### src/rtl/cells_pkg.sv
// Shared types and constants for the cells frame-commit block.
package cells_pkg;

  localparam int ACTIVE_COLUMNS_DEFAULT = 640;
  localparam int ACTIVE_ROWS_DEFAULT    = 480;
  localparam int CELLS                  = ACTIVE_COLUMNS_DEFAULT * ACTIVE_ROWS_DEFAULT;

  // State value of an empty cell.
  localparam logic [1:0] CELL_EMPTY = 2'b00;

  typedef enum logic [2:0] {
    INIT_CLEAR = 3'd0,
    IDLE       = 3'd1,
    COPY       = 3'd2,
    DONE       = 3'd3
  } commit_state_t;

endpackage

### src/rtl/cells_frame_commit_pipe.sv
// Issue/write pipeline for the frame commit.
// A cell is issued in one cycle and written back the next. A copy cell reads ram and
// writes vram plus a clear of ram. A clear-only cell writes ram only. If the write
// cycle is stalled, the cell (and the ram read data, which is only valid in that
// cycle) is parked in a hold register. The hold register is written on the first
// non-stalled cycle. A new cell may be issued in that same cycle, so each stall
// cycle costs exactly one cycle.
module commit_pipe
  import cells_pkg::*;
#(
  parameter int ADDR_WIDTH = 4,
  parameter int DATA_WIDTH = 2
) (
  input  logic                  clk_i,
  input  logic                  reset_ni,
  input  logic                  stall_i,
  input  logic                  issue_i,
  input  logic                  copy_i,
  input  logic [ADDR_WIDTH-1:0] issue_addr_i,
  input  logic [DATA_WIDTH-1:0] ram_rd_data_i,
  output logic [ADDR_WIDTH-1:0] ram_rd_address_o,
  output logic [ADDR_WIDTH-1:0] ram_wr_address_o,
  output logic [DATA_WIDTH-1:0] ram_wr_data_o,
  output logic                  ram_wr_en_o,
  output logic [ADDR_WIDTH-1:0] vram_wr_address_o,
  output logic [DATA_WIDTH-1:0] vram_wr_data_o,
  output logic                  vram_wr_en_o,
  output logic                  drained_o
);

  localparam logic [DATA_WIDTH-1:0] L_EMPTY = DATA_WIDTH'(CELL_EMPTY);

  logic                  r_valid_d;
  logic                  r_copy_d;
  logic [ADDR_WIDTH-1:0] r_addr_d;
  logic                  r_hold_valid;
  logic                  r_hold_copy;
  logic [ADDR_WIDTH-1:0] r_hold_addr;
  logic [DATA_WIDTH-1:0] r_hold_data;

  logic                  w_wr_go;
  logic                  w_vram_go;
  logic                  w_wr_copy;
  logic [ADDR_WIDTH-1:0] w_wr_addr;
  logic [DATA_WIDTH-1:0] w_wr_data;

  // Issue stage register and the stall hold register
  always_ff @(posedge clk_i or negedge reset_ni) begin
    if (!reset_ni) begin
      r_valid_d    <= 1'b0;
      r_copy_d     <= 1'b0;
      r_addr_d     <= '0;
      r_hold_valid <= 1'b0;
      r_hold_copy  <= 1'b0;
      r_hold_addr  <= '0;
      r_hold_data  <= L_EMPTY;
    end else begin
      r_valid_d <= issue_i;
      r_copy_d  <= issue_i & copy_i;
      r_addr_d  <= issue_i ? issue_addr_i : '0;
      if (stall_i && r_valid_d) begin
        r_hold_valid <= 1'b1;
        r_hold_copy  <= r_copy_d;
        r_hold_addr  <= r_addr_d;
        r_hold_data  <= r_copy_d ? ram_rd_data_i : L_EMPTY;
      end else if (!stall_i) begin
        r_hold_valid <= 1'b0;
        r_hold_copy  <= 1'b0;
        r_hold_addr  <= '0;
        r_hold_data  <= L_EMPTY;
      end
    end
  end

  // Write stage: pick the source (hold register first) and force idle outputs to 0
  always_comb begin
    w_wr_go = !stall_i && (r_valid_d || r_hold_valid);
    if (r_hold_valid) begin
      w_wr_copy = r_hold_copy;
      w_wr_addr = r_hold_addr;
      w_wr_data = r_hold_data;
    end else begin
      w_wr_copy = r_copy_d;
      w_wr_addr = r_addr_d;
      w_wr_data = ram_rd_data_i;
    end
    w_vram_go = w_wr_go && w_wr_copy;

    ram_rd_address_o  = (issue_i && copy_i) ? issue_addr_i : '0;
    ram_wr_data_o     = L_EMPTY;
    ram_wr_en_o       = w_wr_go;
    ram_wr_address_o  = w_wr_go ? w_wr_addr : '0;
    vram_wr_en_o      = w_vram_go;
    vram_wr_address_o = w_vram_go ? w_wr_addr : '0;
    vram_wr_data_o    = w_vram_go ? w_wr_data : L_EMPTY;
    // Empty after this cycle unless a pending write is held back by stall
    drained_o         = !(stall_i && (r_valid_d || r_hold_valid));
  end

endmodule

### src/rtl/cells_frame_commit.sv
// Frame commit: copies the next-state buffer (ram) into vram and clears ram.
// It then pulses ready_o to start the next generation. After reset it runs a
// clear-only pass first. This level holds the FSM and the counters. The
// issue/hold/write pipeline is in commit_pipe.
module cells_frame_commit
  import cells_pkg::*;
#(
  parameter int ACTIVE_COLUMNS = ACTIVE_COLUMNS_DEFAULT,
  parameter int ACTIVE_ROWS    = ACTIVE_ROWS_DEFAULT,
  parameter int ADDR_WIDTH     = $clog2(ACTIVE_COLUMNS * ACTIVE_ROWS),
  parameter int DATA_WIDTH     = 2,
  parameter int COUNT_WIDTH    = 16
) (
  input  logic                   clk_i,
  input  logic                   reset_ni,
  input  logic                   start_i,
  input  logic                   stall_i,
  input  logic [DATA_WIDTH-1:0]  ram_rd_data_i,
  output logic [ADDR_WIDTH-1:0]  ram_rd_address_o,
  output logic [ADDR_WIDTH-1:0]  ram_wr_address_o,
  output logic [DATA_WIDTH-1:0]  ram_wr_data_o,
  output logic                   ram_wr_en_o,
  output logic [ADDR_WIDTH-1:0]  vram_wr_address_o,
  output logic [DATA_WIDTH-1:0]  vram_wr_data_o,
  output logic                   vram_wr_en_o,
  output logic                   busy_o,
  output logic                   ready_o,
  output logic [COUNT_WIDTH-1:0] gen_count_o
);

  localparam int                 L_CELLS = ACTIVE_COLUMNS * ACTIVE_ROWS;
  // The cell count is compared one bit wider than an address so N itself fits
  localparam logic [ADDR_WIDTH:0] L_END  = (ADDR_WIDTH + 1)'(L_CELLS);
  localparam logic [ADDR_WIDTH:0] L_ONE  = (ADDR_WIDTH + 1)'(1);

  commit_state_t          r_state;
  commit_state_t          w_next_state;
  logic [ADDR_WIDTH:0]    r_addr;
  logic [COUNT_WIDTH-1:0] r_gen_count;

  logic w_active;
  logic w_copy;
  logic w_issue;
  logic w_addr_done;
  logic w_drained;

  // Issue decision: walk the address counter in either pass, except while stalled
  always_comb begin
    w_active    = (r_state == INIT_CLEAR) || (r_state == COPY);
    w_copy      = (r_state == COPY);
    w_addr_done = (r_addr == L_END);
    w_issue     = w_active && !stall_i && (r_addr < L_END);
  end

  commit_pipe #(
    .ADDR_WIDTH (ADDR_WIDTH),
    .DATA_WIDTH (DATA_WIDTH)
  ) u_pipe (
    .clk_i             (clk_i),
    .reset_ni          (reset_ni),
    .stall_i           (stall_i),
    .issue_i           (w_issue),
    .copy_i            (w_copy),
    .issue_addr_i      (r_addr[ADDR_WIDTH-1:0]),
    .ram_rd_data_i     (ram_rd_data_i),
    .ram_rd_address_o  (ram_rd_address_o),
    .ram_wr_address_o  (ram_wr_address_o),
    .ram_wr_data_o     (ram_wr_data_o),
    .ram_wr_en_o       (ram_wr_en_o),
    .vram_wr_address_o (vram_wr_address_o),
    .vram_wr_data_o    (vram_wr_data_o),
    .vram_wr_en_o      (vram_wr_en_o),
    .drained_o         (w_drained)
  );

  // State register
  always_ff @(posedge clk_i or negedge reset_ni) begin
    if (!reset_ni) begin
      r_state <= INIT_CLEAR;
    end else begin
      r_state <= w_next_state;
    end
  end

  // Next-state logic: a pass ends once every address is issued and the pipe empties
  always_comb begin
    w_next_state = r_state;
    case (r_state)
      INIT_CLEAR: begin
        if (w_addr_done && w_drained) begin
          w_next_state = DONE;
        end else begin
          w_next_state = INIT_CLEAR;
        end
      end
      IDLE: begin
        if (start_i) begin
          w_next_state = COPY;
        end else begin
          w_next_state = IDLE;
        end
      end
      COPY: begin
        if (w_addr_done && w_drained) begin
          w_next_state = DONE;
        end else begin
          w_next_state = COPY;
        end
      end
      DONE:    w_next_state = IDLE;
      default: w_next_state = INIT_CLEAR;
    endcase
  end

  // Address counter and completed-generation counter
  always_ff @(posedge clk_i or negedge reset_ni) begin
    if (!reset_ni) begin
      r_addr      <= '0;
      r_gen_count <= '0;
    end else begin
      if (w_issue) begin
        r_addr <= r_addr + L_ONE;
      end else if (r_state == DONE) begin
        r_addr <= '0;
      end
      // Only copy passes count as a generation; the clear-only pass does not
      if ((r_state == COPY) && (w_next_state == DONE)) begin
        r_gen_count <= r_gen_count + COUNT_WIDTH'(1);
      end
    end
  end

  // Status outputs decoded from the state register
  always_comb begin
    busy_o      = (r_state != IDLE);
    ready_o     = (r_state == DONE);
    gen_count_o = r_gen_count;
  end

endmodule
### config.mk
export PLATFORM = sky130hd
export DESIGN_NAME = cells_frame_commit
export DESIGN_NICKNAME = d
export VERILOG_FILES = /design/src/rtl/cells_pkg.sv /design/src/rtl/cells_frame_commit_pipe.sv /design/src/rtl/cells_frame_commit.sv
export SDC_FILE = /design/constraint.sdc
export NUM_CORES = 1
export LEC_CHECK = 0
export CAP_MARGIN = 40
export CORE_MARGIN = 5
export CORE_UTILIZATION = 57
export CTS_BUF_LIST = sky130_fd_sc_hd__clkbuf_4
export CTS_CLUSTER_DIAMETER = 80
export CTS_CLUSTER_SIZE = 24
export DETAILED_ROUTE_END_ITERATION = 8
export DONT_BUFFER_PORTS = 1
export PLACE_DENSITY = 0.84
export REMOVE_ABC_BUFFERS = 1
export SETUP_SLACK_MARGIN = 0.4
export SLEW_MARGIN = 5
export SYNTH_ARGS = -nofsm -noshare
export SYNTH_HDL_FRONTEND = slang
export SYNTH_SLANG_ARGS = --single-unit
export TNS_END_PERCENT = 50
### constraint.sdc
create_clock -name clk_i -period 4.15 [get_ports clk_i]
set_input_delay 0.6225 -clock clk_i [delete_from_list [all_inputs] [get_ports clk_i]]
set_output_delay 0.6225 -clock clk_i [all_outputs]
set_load 0.005 [all_outputs]
## Yosys cells after proc, flatten, opt, wreduce, memory -nomap -nowiden

Cells that the tools add are included.

- Add/sub/neg operators: 2
- $lt $le $gt $ge: 1
- Equality and inequality tests: 7
- Muxes and demuxes: 22
- Bitwise logic cells: 1
- Reduce and logical (&&, ||, !) cells: 15

Operators by type and width:

| operator | count |
|---|---|
| two-way mux 19 bit | 7 |
| two-way mux 20 bit | 2 |
| adder 20 x 1 -> 20 bit, second input constant | 1 |
| == test 20 x 19 -> 1 bit, second input constant | 1 |
| < comparator 20 x 19 -> 1 bit, second input constant | 1 |
| adder 16 x 1 -> 16 bit, second input constant | 1 |
| two-way mux 2 bit | 7 |
| case mux 3 bit (4 select lines) | 1 |
| == test 3 x 2 -> 1 bit, second input constant | 3 |
| logical AND 1 bit | 9 |
| two-way mux 1 bit | 5 |
| == test 3 x 1 -> 1 bit, second input constant | 1 |
| logical NOT 3 bit | 1 |
| != test 3 x 1 -> 1 bit, second input constant | 1 |
| logical NOT 1 bit | 2 |
| logical OR 1 bit | 2 |
| != test 2 x 1 -> 1 bit, second input constant | 1 |
| nonzero test 2 bit | 1 |
| AND 1 bit | 1 |

- Register bits: 83
- Input bits: 6

## Longest topological paths before layout

Gate-level depths: netlist (run 1).

- Depth in word-level cells: 8
- Gate-level depth with buffers: 9
- Depth with buffers taken out: 7

## By module

A second synthesis (run 1) with hierarchy kept.

- Cell total of the unflattened synthesis: 438
- Area, all modules: 4494.3 um^2

By module, submodules not included:

| module | times used | cells each | area an instance (um^2) |
|---|---|---|---|
| commit_pipe | 1 | 244 | 2448.6 |
| cells_frame_commit | 1 | 194 | 2045.7 |

## Worst setup path before layout (run 1)

OpenSTA, ideal clock, no wires.

- Kind: input -> output
- From: in stall_i
- To: out ram_rd_address_o[16]
- Arrival: 1.693 ns
- Data required time: 3.527 ns
- Path slack: 1.835 ns
- Cell stages on the path: 7
- Buffers on the path: 2
- Cell sequence: nor3_1 > o211ai_1 > inv_1 > buf_2 > clkbuf_1 > nand2_1 > nor2_1

- Word-level cells in the longest chain between the ends: 5

Ends and longest elaborated chain:

| element | RTL line | source |
|---|---|---|
| start, declared | cells_frame_commit.sv:17 | `input logic stall_i,` |
| logical NOT 1 bit | n/a |  |
| logical AND 1 bit (2 in a row) | cells_frame_commit.sv:52 | `w_issue = w_active && !stall_i && (r_addr < L_END);` |
| via u_pipe.issue_i | cells_frame_commit_pipe.sv:17 | `input logic issue_i,` |
| logical AND 1 bit | cells_frame_commit_pipe.sv:89 | `ram_rd_address_o = (issue_i && copy_i) ? issue_addr_i : '0;` |
| two-way mux 19 bit | cells_frame_commit_pipe.sv:89 |  |
| end, declared | cells_frame_commit.sv:19 | `output logic [ADDR_WIDTH-1:0] ram_rd_address_o,` |

The timed path passes the listed nets, and every way through them passes these cells.

## Worst setup path in the final report (run 1)

- From: reg u_pipe.r_valid_d
- To: out vram_wr_address_o[7]

- Word-level cells in the longest chain between the ends: 4

Ends and longest elaborated chain:

| element | RTL line | source |
|---|---|---|
| start, declared | cells_frame_commit_pipe.sv:33 | `logic r_valid_d;` |
| start signal, assigned | cells_frame_commit_pipe.sv:58 | `r_valid_d <= issue_i;` |
| logical OR 1 bit | cells_frame_commit_pipe.sv:77 | `w_wr_go = !stall_i && (r_valid_d \|\| r_hold_valid);` |
| logical AND 1 bit | cells_frame_commit_pipe.sv:77 |  |
| logical AND 1 bit | cells_frame_commit_pipe.sv:87 | `w_vram_go = w_wr_go && w_wr_copy;` |
| two-way mux 19 bit | cells_frame_commit_pipe.sv:94 | `vram_wr_address_o = w_vram_go ? w_wr_addr : '0;` |
| end, declared | cells_frame_commit.sv:23 | `output logic [ADDR_WIDTH-1:0] vram_wr_address_o,` |

Every way passes these cells.

==> results of run 1 <==
[worst paths after layout]
path	from	endpoint	depth (start not counted)
min	reset_ni	u_pipe.r_addr_d[10]	1
max reg2reg	r_addr[12]	r_addr[7]	8
min reg2reg	gen_count_o[15]	gen_count_o[15]	1
max	u_pipe.r_valid_d	vram_wr_address_o[7]	4
max in group asynchronous	reset_ni	gen_count_o[8]	1
min in group clk_i	stall_i	u_pipe.r_hold_addr[12]	1
[cells by family after synthesis]
logic type	after synthesis	synth area share, %
AND/OR/NAND/NOR	184	25.43
XOR/XNOR	16	3.560
buffers and inverters	36	3.891
adder cells (fa/ha/maj)	3	0.9051
multiplexers	46	11.13
other	1	0.09041
flip-flops	82	49.47
AO/OA/AOI/OAI	38	5.520
[metal layers]
layer	up-vias	global-route usage, %	routed length, um
li1	1381	-	-
met1	1443	25.64	3676
met2	113	32.83	4266
met3	20	6.314	647
met4	0	7.332	168
met5	-	0	0
[worst max-delay path, stage by stage (launching register included)]
cell and delay (ns):
dfrtp_1 0.53, buf_4 0.37, nor2_1 0.07, or2_2 0.55, nor3_1 0.34
[where the power goes]
part / internal (mW) / switching (mW)
registers: 0.837 / 0.0464
clock network: 0.186 / 0.266
logic: 0.0613 / 0.0933
total: 1.08 / 0.405
[through the flow]
stage	instances	worst slack, ns	utilization [%]
after floorplan	379	1.401	-
after global placement	482	1.184	58.22
after detailed placement	484	1.491	58.48
after CTS	500	1.191	60.70
after global routing	500	1.024	60.70
final	500	1.231	60.70
[final cells by class]
cell class / count / area (sq um)
clock buffer: 10 / 75.07
inverter: 8 / 30.03
timing repair buffer: 7 / 76.32
fill: 573 / 2820
sequential: 82 / 2052
multi-input combinational: 289 / 1942
clock inverter: 5 / 56.30
tap: 99 / 123.9
[flip-flops by register name, indices dropped and copies added (netlist names)]
name and cells:
gen_count_o 16, u_pipe.r_hold_valid 1, u_pipe.r_copy_d 1, u_pipe.r_hold_copy 1
r_addr 20, u_pipe.r_valid_d 1, u_pipe.r_addr_d 19, u_pipe.r_hold_addr 19
u_pipe.r_hold_data 2, r_state 2
[cells in the final DEF (no fill, tap or decap), drive strengths merged, types with 2 or more instances in the layout]
cell type / count
o21ai: 19
nand2b: 4
nor2b: 20
clkbuf: 10
xnor2: 14
and3: 8
nand4: 14
o31ai: 4
dfrtp: 82
nand2: 15
nor3: 28
a21oi: 3
ha: 3
nor4: 2
clkinv: 3
buf: 7
a21boi: 2
a31oi: 3
xor2: 2
nand3: 18
mux2i: 45
and4: 3
inv: 8
o211ai: 4
and2: 37
conb: 2
nor2: 31
[cell usage after synthesis (3+ instances only)]
| cell type | count |
|---|---|
| dfrtp_1 | 82 |
| mux2i_1 | 45 |
| and2_1 | 37 |
| nor2_1 | 31 |
| nor3_1 | 27 |
| clkbuf_1 | 20 |
| nor2b_1 | 20 |
| o21ai_0 | 19 |
| nand3_1 | 18 |
| nand2_1 | 15 |
| xnor2_1 | 13 |
| nand4_1 | 12 |
| and3_1 | 8 |
| inv_1 | 8 |
| nand2b_1 | 4 |
| o211ai_1 | 4 |
| o31ai_1 | 4 |
| a21oi_1 | 3 |
| a31oi_1 | 3 |
| and4_1 | 3 |
| buf_2 | 3 |
| ha_1 | 3 |
==> flow_summary_export.csv, run 1 <==
group,metric,value,unit
run_status,status,"finished, final reports clean",
global_routing,grt_pass1_wl,14.16,mm
global_routing,first_global_vias,2859,
setup_path,critPathKind,"reg -> out",
layout,final_nets,406,
sta,rsz0062_at_grt,"false",
synth,ys_async_sr_fraction,100.0,%
worst_hold_path,hold_path_class,"in -> async",
sta,slew_viol_final,0,
place,hpwl,6.137,mm
synth,synthFlopType,"dfrtp_1",
clock_network,root_buffer,"clkbuf_4",
detailed_routing,drtAntennaViolNets,0,
global_routing,grt_max_degree,83,
synth,synth_top_cell_by_area,"dfrtp_1",
synth,synth.yosys.seq_area_share,49.47,%
clock_network,cts_num_sinks,82,
synth,ys_warn_count,0,
detailed_routing,routedWlPerCell,17.52,um
place,placed_area,0.004197,sq mm
detailed_routing,drt_iter0_drc,316,
detailed_routing,viasPerCell,5.914,
global_routing,grt_overflow,0,
detailed_routing,drt-total-wl,8.758,mm
sta,slew_headroom,41.22,%
place,globalplace.congestion,0.9433,
sta,fin_setup_tns,0,ns
synth,avgSynthCellArea,10.22,sq um
clock_network,clkLatencyLatePin,0.42,ns
synth,yosysUniqueCellTypes,41,
layout,drive_gt1_share,7.980,%
place,io_buffers,0,
synth,synth_edf_count,0,
clock_network,post_cts_resized,0,
global_routing,grt_usage,20.27,%
detailed_routing,drc,0,
sta,hold_viol,0,
sta,post-route-min-period,2.919,ns
layout,area_growth,5.008,%
clock_network,cts_setup_buffers,0,
pwr,p_leak,1.993,nW
synth,syn_area,0.004148,sq mm
floorplan,initial_core_util,57.80,%
clock_network,cts_tree,"done",
setup_path,endpoint_kind,"output port",
synth,ys_ff_latch,82,
setup_path,critPathLaunchType,"flip-flop",
detailed_routing,vias,2957,
layout,fin_area,0.004355,sq mm
floorplan,die_y,95.31,um
synth,synthCells,406,
pwr,power_density,342.1,mW/mm^2
clock_network,cts_made_buffers,9,
clock_network,cts.path.max_buffers,2,
detailed_routing,dr.pass1.iters,5,
setup_path,cp.required,3.53,ns
sta,hold_slack,0.05704,ns
floorplan,die_width,95.31,um
synth,yosysTopAreaCellShare,49.47,%
setup_path,reg2reg_slack,1.58,ns
sta,tightestPinTransition,0.8751,ns
clock_network,cts_htree_levels,3,
pwr,vdd_ir_drop_max,185.9,uV
clock_network,clkSlewWorstSetupHoldPaths,0.13,ns
sta,fmax,0.3426,GHz
sta,skew,0.01272,ns
layout,num_antenna_cells,0,
floorplan,core,0.007176,sq mm
run,maxCapViolations,0,
synth,synth.area.top_cells,"dfrtp_1 (49%), mux2i_1 (11%), and2_1 (5.6%)",
global_routing,antenna_found_initial,0,
clock_network,cts_hold_buf,1,
setup_path,crit_arrival,2.30,ns
sta,setup_violations,0,
pwr,total_power,1.490,mW
floorplan,dieArea,0.009083,sq mm
setup_path,crit_fanout,42,
floorplan,ios,87,
floorplan,rows,31,
sta,period_share,70.33,%
No activity file was read; power rests on OpenSTA's default activity.
==> inputs of run 2 (changes only) <==
- clock period: 4.15 -> 2.9 ns (I/O delays scaled with it)
==> flow_summary_export.csv, run 2 (synthesis results as in run 1) <==
group,metric,value,unit
run_status,status,"finished, final reports clean",
layout,fin_area,0.004474,sq mm
detailed_routing,drc,0,
clock_network,cts_num_sinks,82,
layout,regArea,0.002057,sq mm
layout,area_growth,7.873,%
sta,slew_viol_final,0,
global_routing,grt_pass1_wl,14.52,mm
sta,fmax,0.4192,GHz
clock_network,clkLatencyLatePin,0.44,ns
global_routing,first_global_vias,2893,
sta,period_share,82.25,%
sta,rsz0062_at_grt,"false",
floorplan,core,0.007176,sq mm
sta,hold_viol,0,
worst_hold_path,hold_path_class,"in -> reg",
place,hpwl,6.099,mm
floorplan,dieArea,0.009083,sq mm
layout,layout_common_cells,"dfrtp_1 (78), mux2i_1 (44), and2_1 (37), nor2_1 (29), nor3_1 (27)",
sta,setup_violations,0,
setup_path,crit_arrival,1.95,ns
global_routing,grt_max_degree,83,
sta,slew_headroom,64.96,%
global_routing,grt_overflow,0,
setup_path,crit_fanout,14,
pwr,vdd_ir_drop_max,292.2,uV
detailed_routing,drt-total-wl,8.927,mm
layout,fillCellCount,587,
global_routing,grt_usage,20.96,%
clock_network,cts_htree_levels,3,
sta,fin_setup_tns,0,ns
layout,reg.largest.list,"r_addr x20, u_pipe.r_addr_d x19, u_pipe.r_hold_addr x19",
sta,tightestPinTransition,0.5237,ns
layout,mostFrequentLayoutCell,"dfrtp_1",
clock_network,clkSlewWorstSetupHoldPaths,0.14,ns
clock_network,root_buffer,"clkbuf_4",
setup_path,reg2reg_depth,7,
detailed_routing,drt_iter0_drc,239,
worst_hold_path,holdPathStages,1,
setup_path,critPathKind,"reg -> out",
setup_path,endpoint_kind,"output port",
floorplan,rows,31,
floorplan,ios,87,
clock_network,cts.path.max_buffers,2,
pwr,power_density,517.5,mW/mm^2
pwr,p_leak,2.044,nW
floorplan,die_y,95.31,um
place,globalplace.congestion,0.9296,
detailed_routing,routedWlPerCell,17.61,um
floorplan,initial_core_util,57.80,%
sta,post-route-min-period,2.385,ns
layout,largest_reg_flops,20,
setup_path,critPathLaunchType,"flip-flop",
global_routing,antenna_found_initial,0,
layout,num_antenna_cells,0,
layout,final_nets,412,
place,io_buffers,0,
sta,skew,0.01836,ns
place,placed_area,0.004219,sq mm
detailed_routing,viasPerCell,5.903,
setup_path,cp.required,2.47,ns
layout,drive_gt1_share,10.29,%
run,maxCapViolations,0,
layout,largest_register,"r_addr",
floorplan,die_width,95.31,um
detailed_routing,drtAntennaViolNets,0,
clock_network,cts_tree,"done",
layout,multi_input_area,0.001949,sq mm
detailed_routing,dr.pass1.iters,5,
detailed_routing,vias,2993,
clock_network,cts_made_buffers,9,
==> run 2: timing repair <==
action                                  in CTS  in global routing
hold buffers                                 2                  0
endpoints found under the hold margin       82                  0
gates resized for setup                      0                  9
buffers inserted                             0                  2
endpoints found under the setup margin       0                 32
==> run 2: worst max-delay path, stage by stage, from the launching register on <==
cell and delay, ns:
dfrtp_1 0.46, a21oi_1 0.19, o211ai_1 0.13, buf_4 0.22
inv_1 0.10, buf_6 0.16, nand2_1 0.10, nor2_2 0.16
==> run 2: area by class of cell <==
class,count,share of cell area (%)
Tap cell,99,2.768
Multi-Input combinational cell,289,43.57
Timing Repair Buffer,13,2.936
Sequential cell,82,45.97
Inverter,8,0.6711
Clock buffer,9,1.510
Clock inverter,7,2.573
==> run 2: metrics by stage <==
stage                     std cells  util, %  hold slack [ns]  setup WS [ns]  power [mW]
after floorplan                 379        -           0.1394         0.3386       1.424
after global placement          486    58.64           0.1444         0.5678       1.471
after detailed placement        487    58.80           0.1443         0.7208       1.480
after CTS                       505    61.87           0.1113         0.4067       2.335
after global routing            507    62.35           0.1000         0.4109       2.423
final                           507    62.35           0.1350         0.5146       2.315
==> run 2: final timing paths <==
check | from | endpoint | slack (ns)
setup / recovery | r_addr[13] | ram_rd_address_o[16] | 0.51
hold / removal | stall_i | u_pipe.r_hold_addr[11] | 0.13
setup reg to reg | r_addr[1] | gen_count_o[1] | 0.68
hold reg to reg | gen_count_o[15] | gen_count_o[15] | 0.53
max in group asynchronous | reset_ni | r_addr[18] | 2.00
min in group asynchronous | reset_ni | u_pipe.r_addr_d[8] | 0.52
==> run 2: per-layer routing <==
layer / global-route usage [%] / routed length [um] / share of wire (%) / vias up
li1: - / - / - / 1404
met3: 5.998 / 622 / 7.0 / 16
met5: 0 / 0 / 0 / -
met4: 8.894 / 244 / 2.7 / 0
met1: 25.75 / 3632 / 41 / 1474
met2: 34.52 / 4428 / 50 / 99
==> run 2: report_power, final <==
part	total, mW	internal, mW	switching [mW]	leakage [nW]
Clock	0.828	0.435	0.393	0.0956
Combinational	0.225	0.0912	0.133	0.850
Sequential	1.26	1.20	0.0649	1.10
Total	2.32	1.72	0.591	2.04
==> patch (settings of run 1) <==
The parameter `COUNT_WIDTH` goes from 16 to 32.
--- a/src/rtl/cells_frame_commit.sv
+++ b/src/rtl/cells_frame_commit.sv
@@ -9,7 +9,7 @@
   parameter int ACTIVE_ROWS    = ACTIVE_ROWS_DEFAULT,
   parameter int ADDR_WIDTH     = $clog2(ACTIVE_COLUMNS * ACTIVE_ROWS),
   parameter int DATA_WIDTH     = 2,
-  parameter int COUNT_WIDTH    = 16
+  parameter int COUNT_WIDTH    = 32
 ) (
   input  logic                   clk_i,
   input  logic                   reset_ni,
Ports: changed (resized gen_count_o); port bits go from 87 to 103. The function was not compared with the original's and may differ.
==> patch against run 1 <==
- worst setup slack improved by 0.059 ns
- final area rose by 17%
- sequential cell count rose by 16
- synthesized area rose by 17%
- synthesized cell count rose by 17%
- wire length rose by 22%
Power is not compared: it rests on default switching activity, and its combinational part moved more than twofold at a synthesized area within 25%.
==> patch: results (changes against run 1) <==
grt_usage: 0.210  # +0.00738
largest_register_ff_count: 32  # +60%
nets: 472  # +16%
slowest_stage: "or2_2"
drt_iter0_drc: 266  # -16%
worst_pin_slew_ns: 0.855  # -0.0206 ns
gp_congestion: 0.836  # -11%
antennaDiodeCount: 0  # unchanged
dp_hpwl_um: 7190  # +17%
ys_seq_area_frac: 0.505  # +0.0103
clock_latency_ns: 0.44  # +0.02 ns
numCtsBuffers: 9  # unchanged
grt_max_degree: 99  # +19%
drive_gt1_frac: 0.0641  # -0.0157
io_buffers: 0  # unchanged
synth_area_leaders: "dfrtp_1 (51%), mux2i_1 (9.5%), xnor2_1 (5.1%), and3_1 (3.6%), nor2b_1 (3.3%)"
clk_pin_slew_ns: 0.14
synth_cell_types: 38  # -7.3%
h-tree-depth: 3  # unchanged
clk_path_buf_depth: 2  # unchanged
dr.pass1.iters: 4  # -1
ys_top_cells_by_count: "dfrtp_1 (98), mux2i_1 (46), nand2_1 (30)"
grt_pass1_wl_um: 17300  # +23%
post_drt_via_cell_ratio: 5.99  # +1.3%
ys.warnings.count: 0  # unchanged
crit_arrival_ns: 2.24  # -0.06 ns
cts_setup_buffers: 0  # unchanged
fin_worst_skew_ns: 0.0173  # +0.00457 ns
status: "finished clean"
routed_wl_um: 10700  # +22%
-- patch: logic make-up after synthesis --
family / count (synthesis) / share of synthesized area
and+or+nand+nor: 229 / 0.260
AOI/OAI and AO/OA: 29 / 0.0363
adders and majority gates: 3 / 0.00773
other: 1 / 0.000772
muxes: 48 / 0.0995
buffers and inverters: 37 / 0.0345
xor gates and xnor gates: 31 / 0.0559
DFF: 98 / 0.505
-- patch: worst max-delay path: cells and delay by family (launching register included) --
family | cells | cell delay [ns]
DFF | 1 | 0.37
and+or+nand+nor | 3 | 1.04
buffers and inverters | 1 | 0.37
-- patch: per-stage QoR --
stage / hold WS, ns / setup slack (ns) / cells / util / cell area (µm²)
2_1_floorplan: 0.327 / 1.40 / 446 / - / 4710
3_3_place_gp: 0.330 / 1.65 / 555 / 0.592 / 4890
3_5_place_dp: 0.329 / 1.61 / 556 / 0.593 / 4900
4_1_cts: 0.0900 / 1.25 / 573 / 0.616 / 5090
5_1_grt: 0.0887 / 1.14 / 573 / 0.616 / 5090
6_report: 0.0718 / 1.29 / 573 / 0.616 / 5090
-- patch: worst paths after layout --
kind / cells after the start / slack (ns) / to / from
worst max-delay path: 4 / 1.29 / vram_wr_data_o[1] / u_pipe.r_valid_d
worst min-delay path: 1 / 0.07 / r_addr[8] / reset_ni
worst max register to register: 5 / 1.62 / gen_count_o[25] / r_addr[5]
worst min register to register: 1 / 0.53 / u_pipe.r_hold_valid / u_pipe.r_hold_valid
max in group asynchronous: 1 / 3.70 / u_pipe.r_addr_d[0] / reset_ni
min in group clk_i: 1 / 0.31 / u_pipe.r_hold_valid / stall_i
-- patch: power groups by stage --
stage                     clock (mW)  combinational (mW)  sequential [mW]
after floorplan                    0             0.00565            0.975
after global placement             0             0.00581            0.977
after detailed placement           0             0.00604            0.977
after CTS                      0.581              0.0276            0.959
after global routing           0.615              0.0309            0.959
final                          0.569              0.0259            0.959
-- patch: layout make-up --
class	instances	area (µm²)
well taps	105	131
clock buffers	10	75.1
multi-input cells	342	2250
inverters	6	22.5
repair buffers	6	68.8
flip-flops and latches	98	2450
clock inverters	6	88.8
fillers	669	3170
-- patch: routing by layer --
layer / wire length [µm] / GRT usage / part of all wire / vias to the layer above
li1: - / - / - / 1614
met1: 4580 / 0.281 / 0.43 / 1700
met2: 5270 / 0.338 / 0.49 / 108
met3: 679 / 0.0444 / 0.064 / 12
met4: 138 / 0.0797 / 0.013 / 0
met5: 0 / 0 / 0 / -
-- patch: repair_timing --
action                                 CTS  global route
endpoints found under the hold margin   98             0
setup endpoints to repair                0             0
hold buffers                             1             0
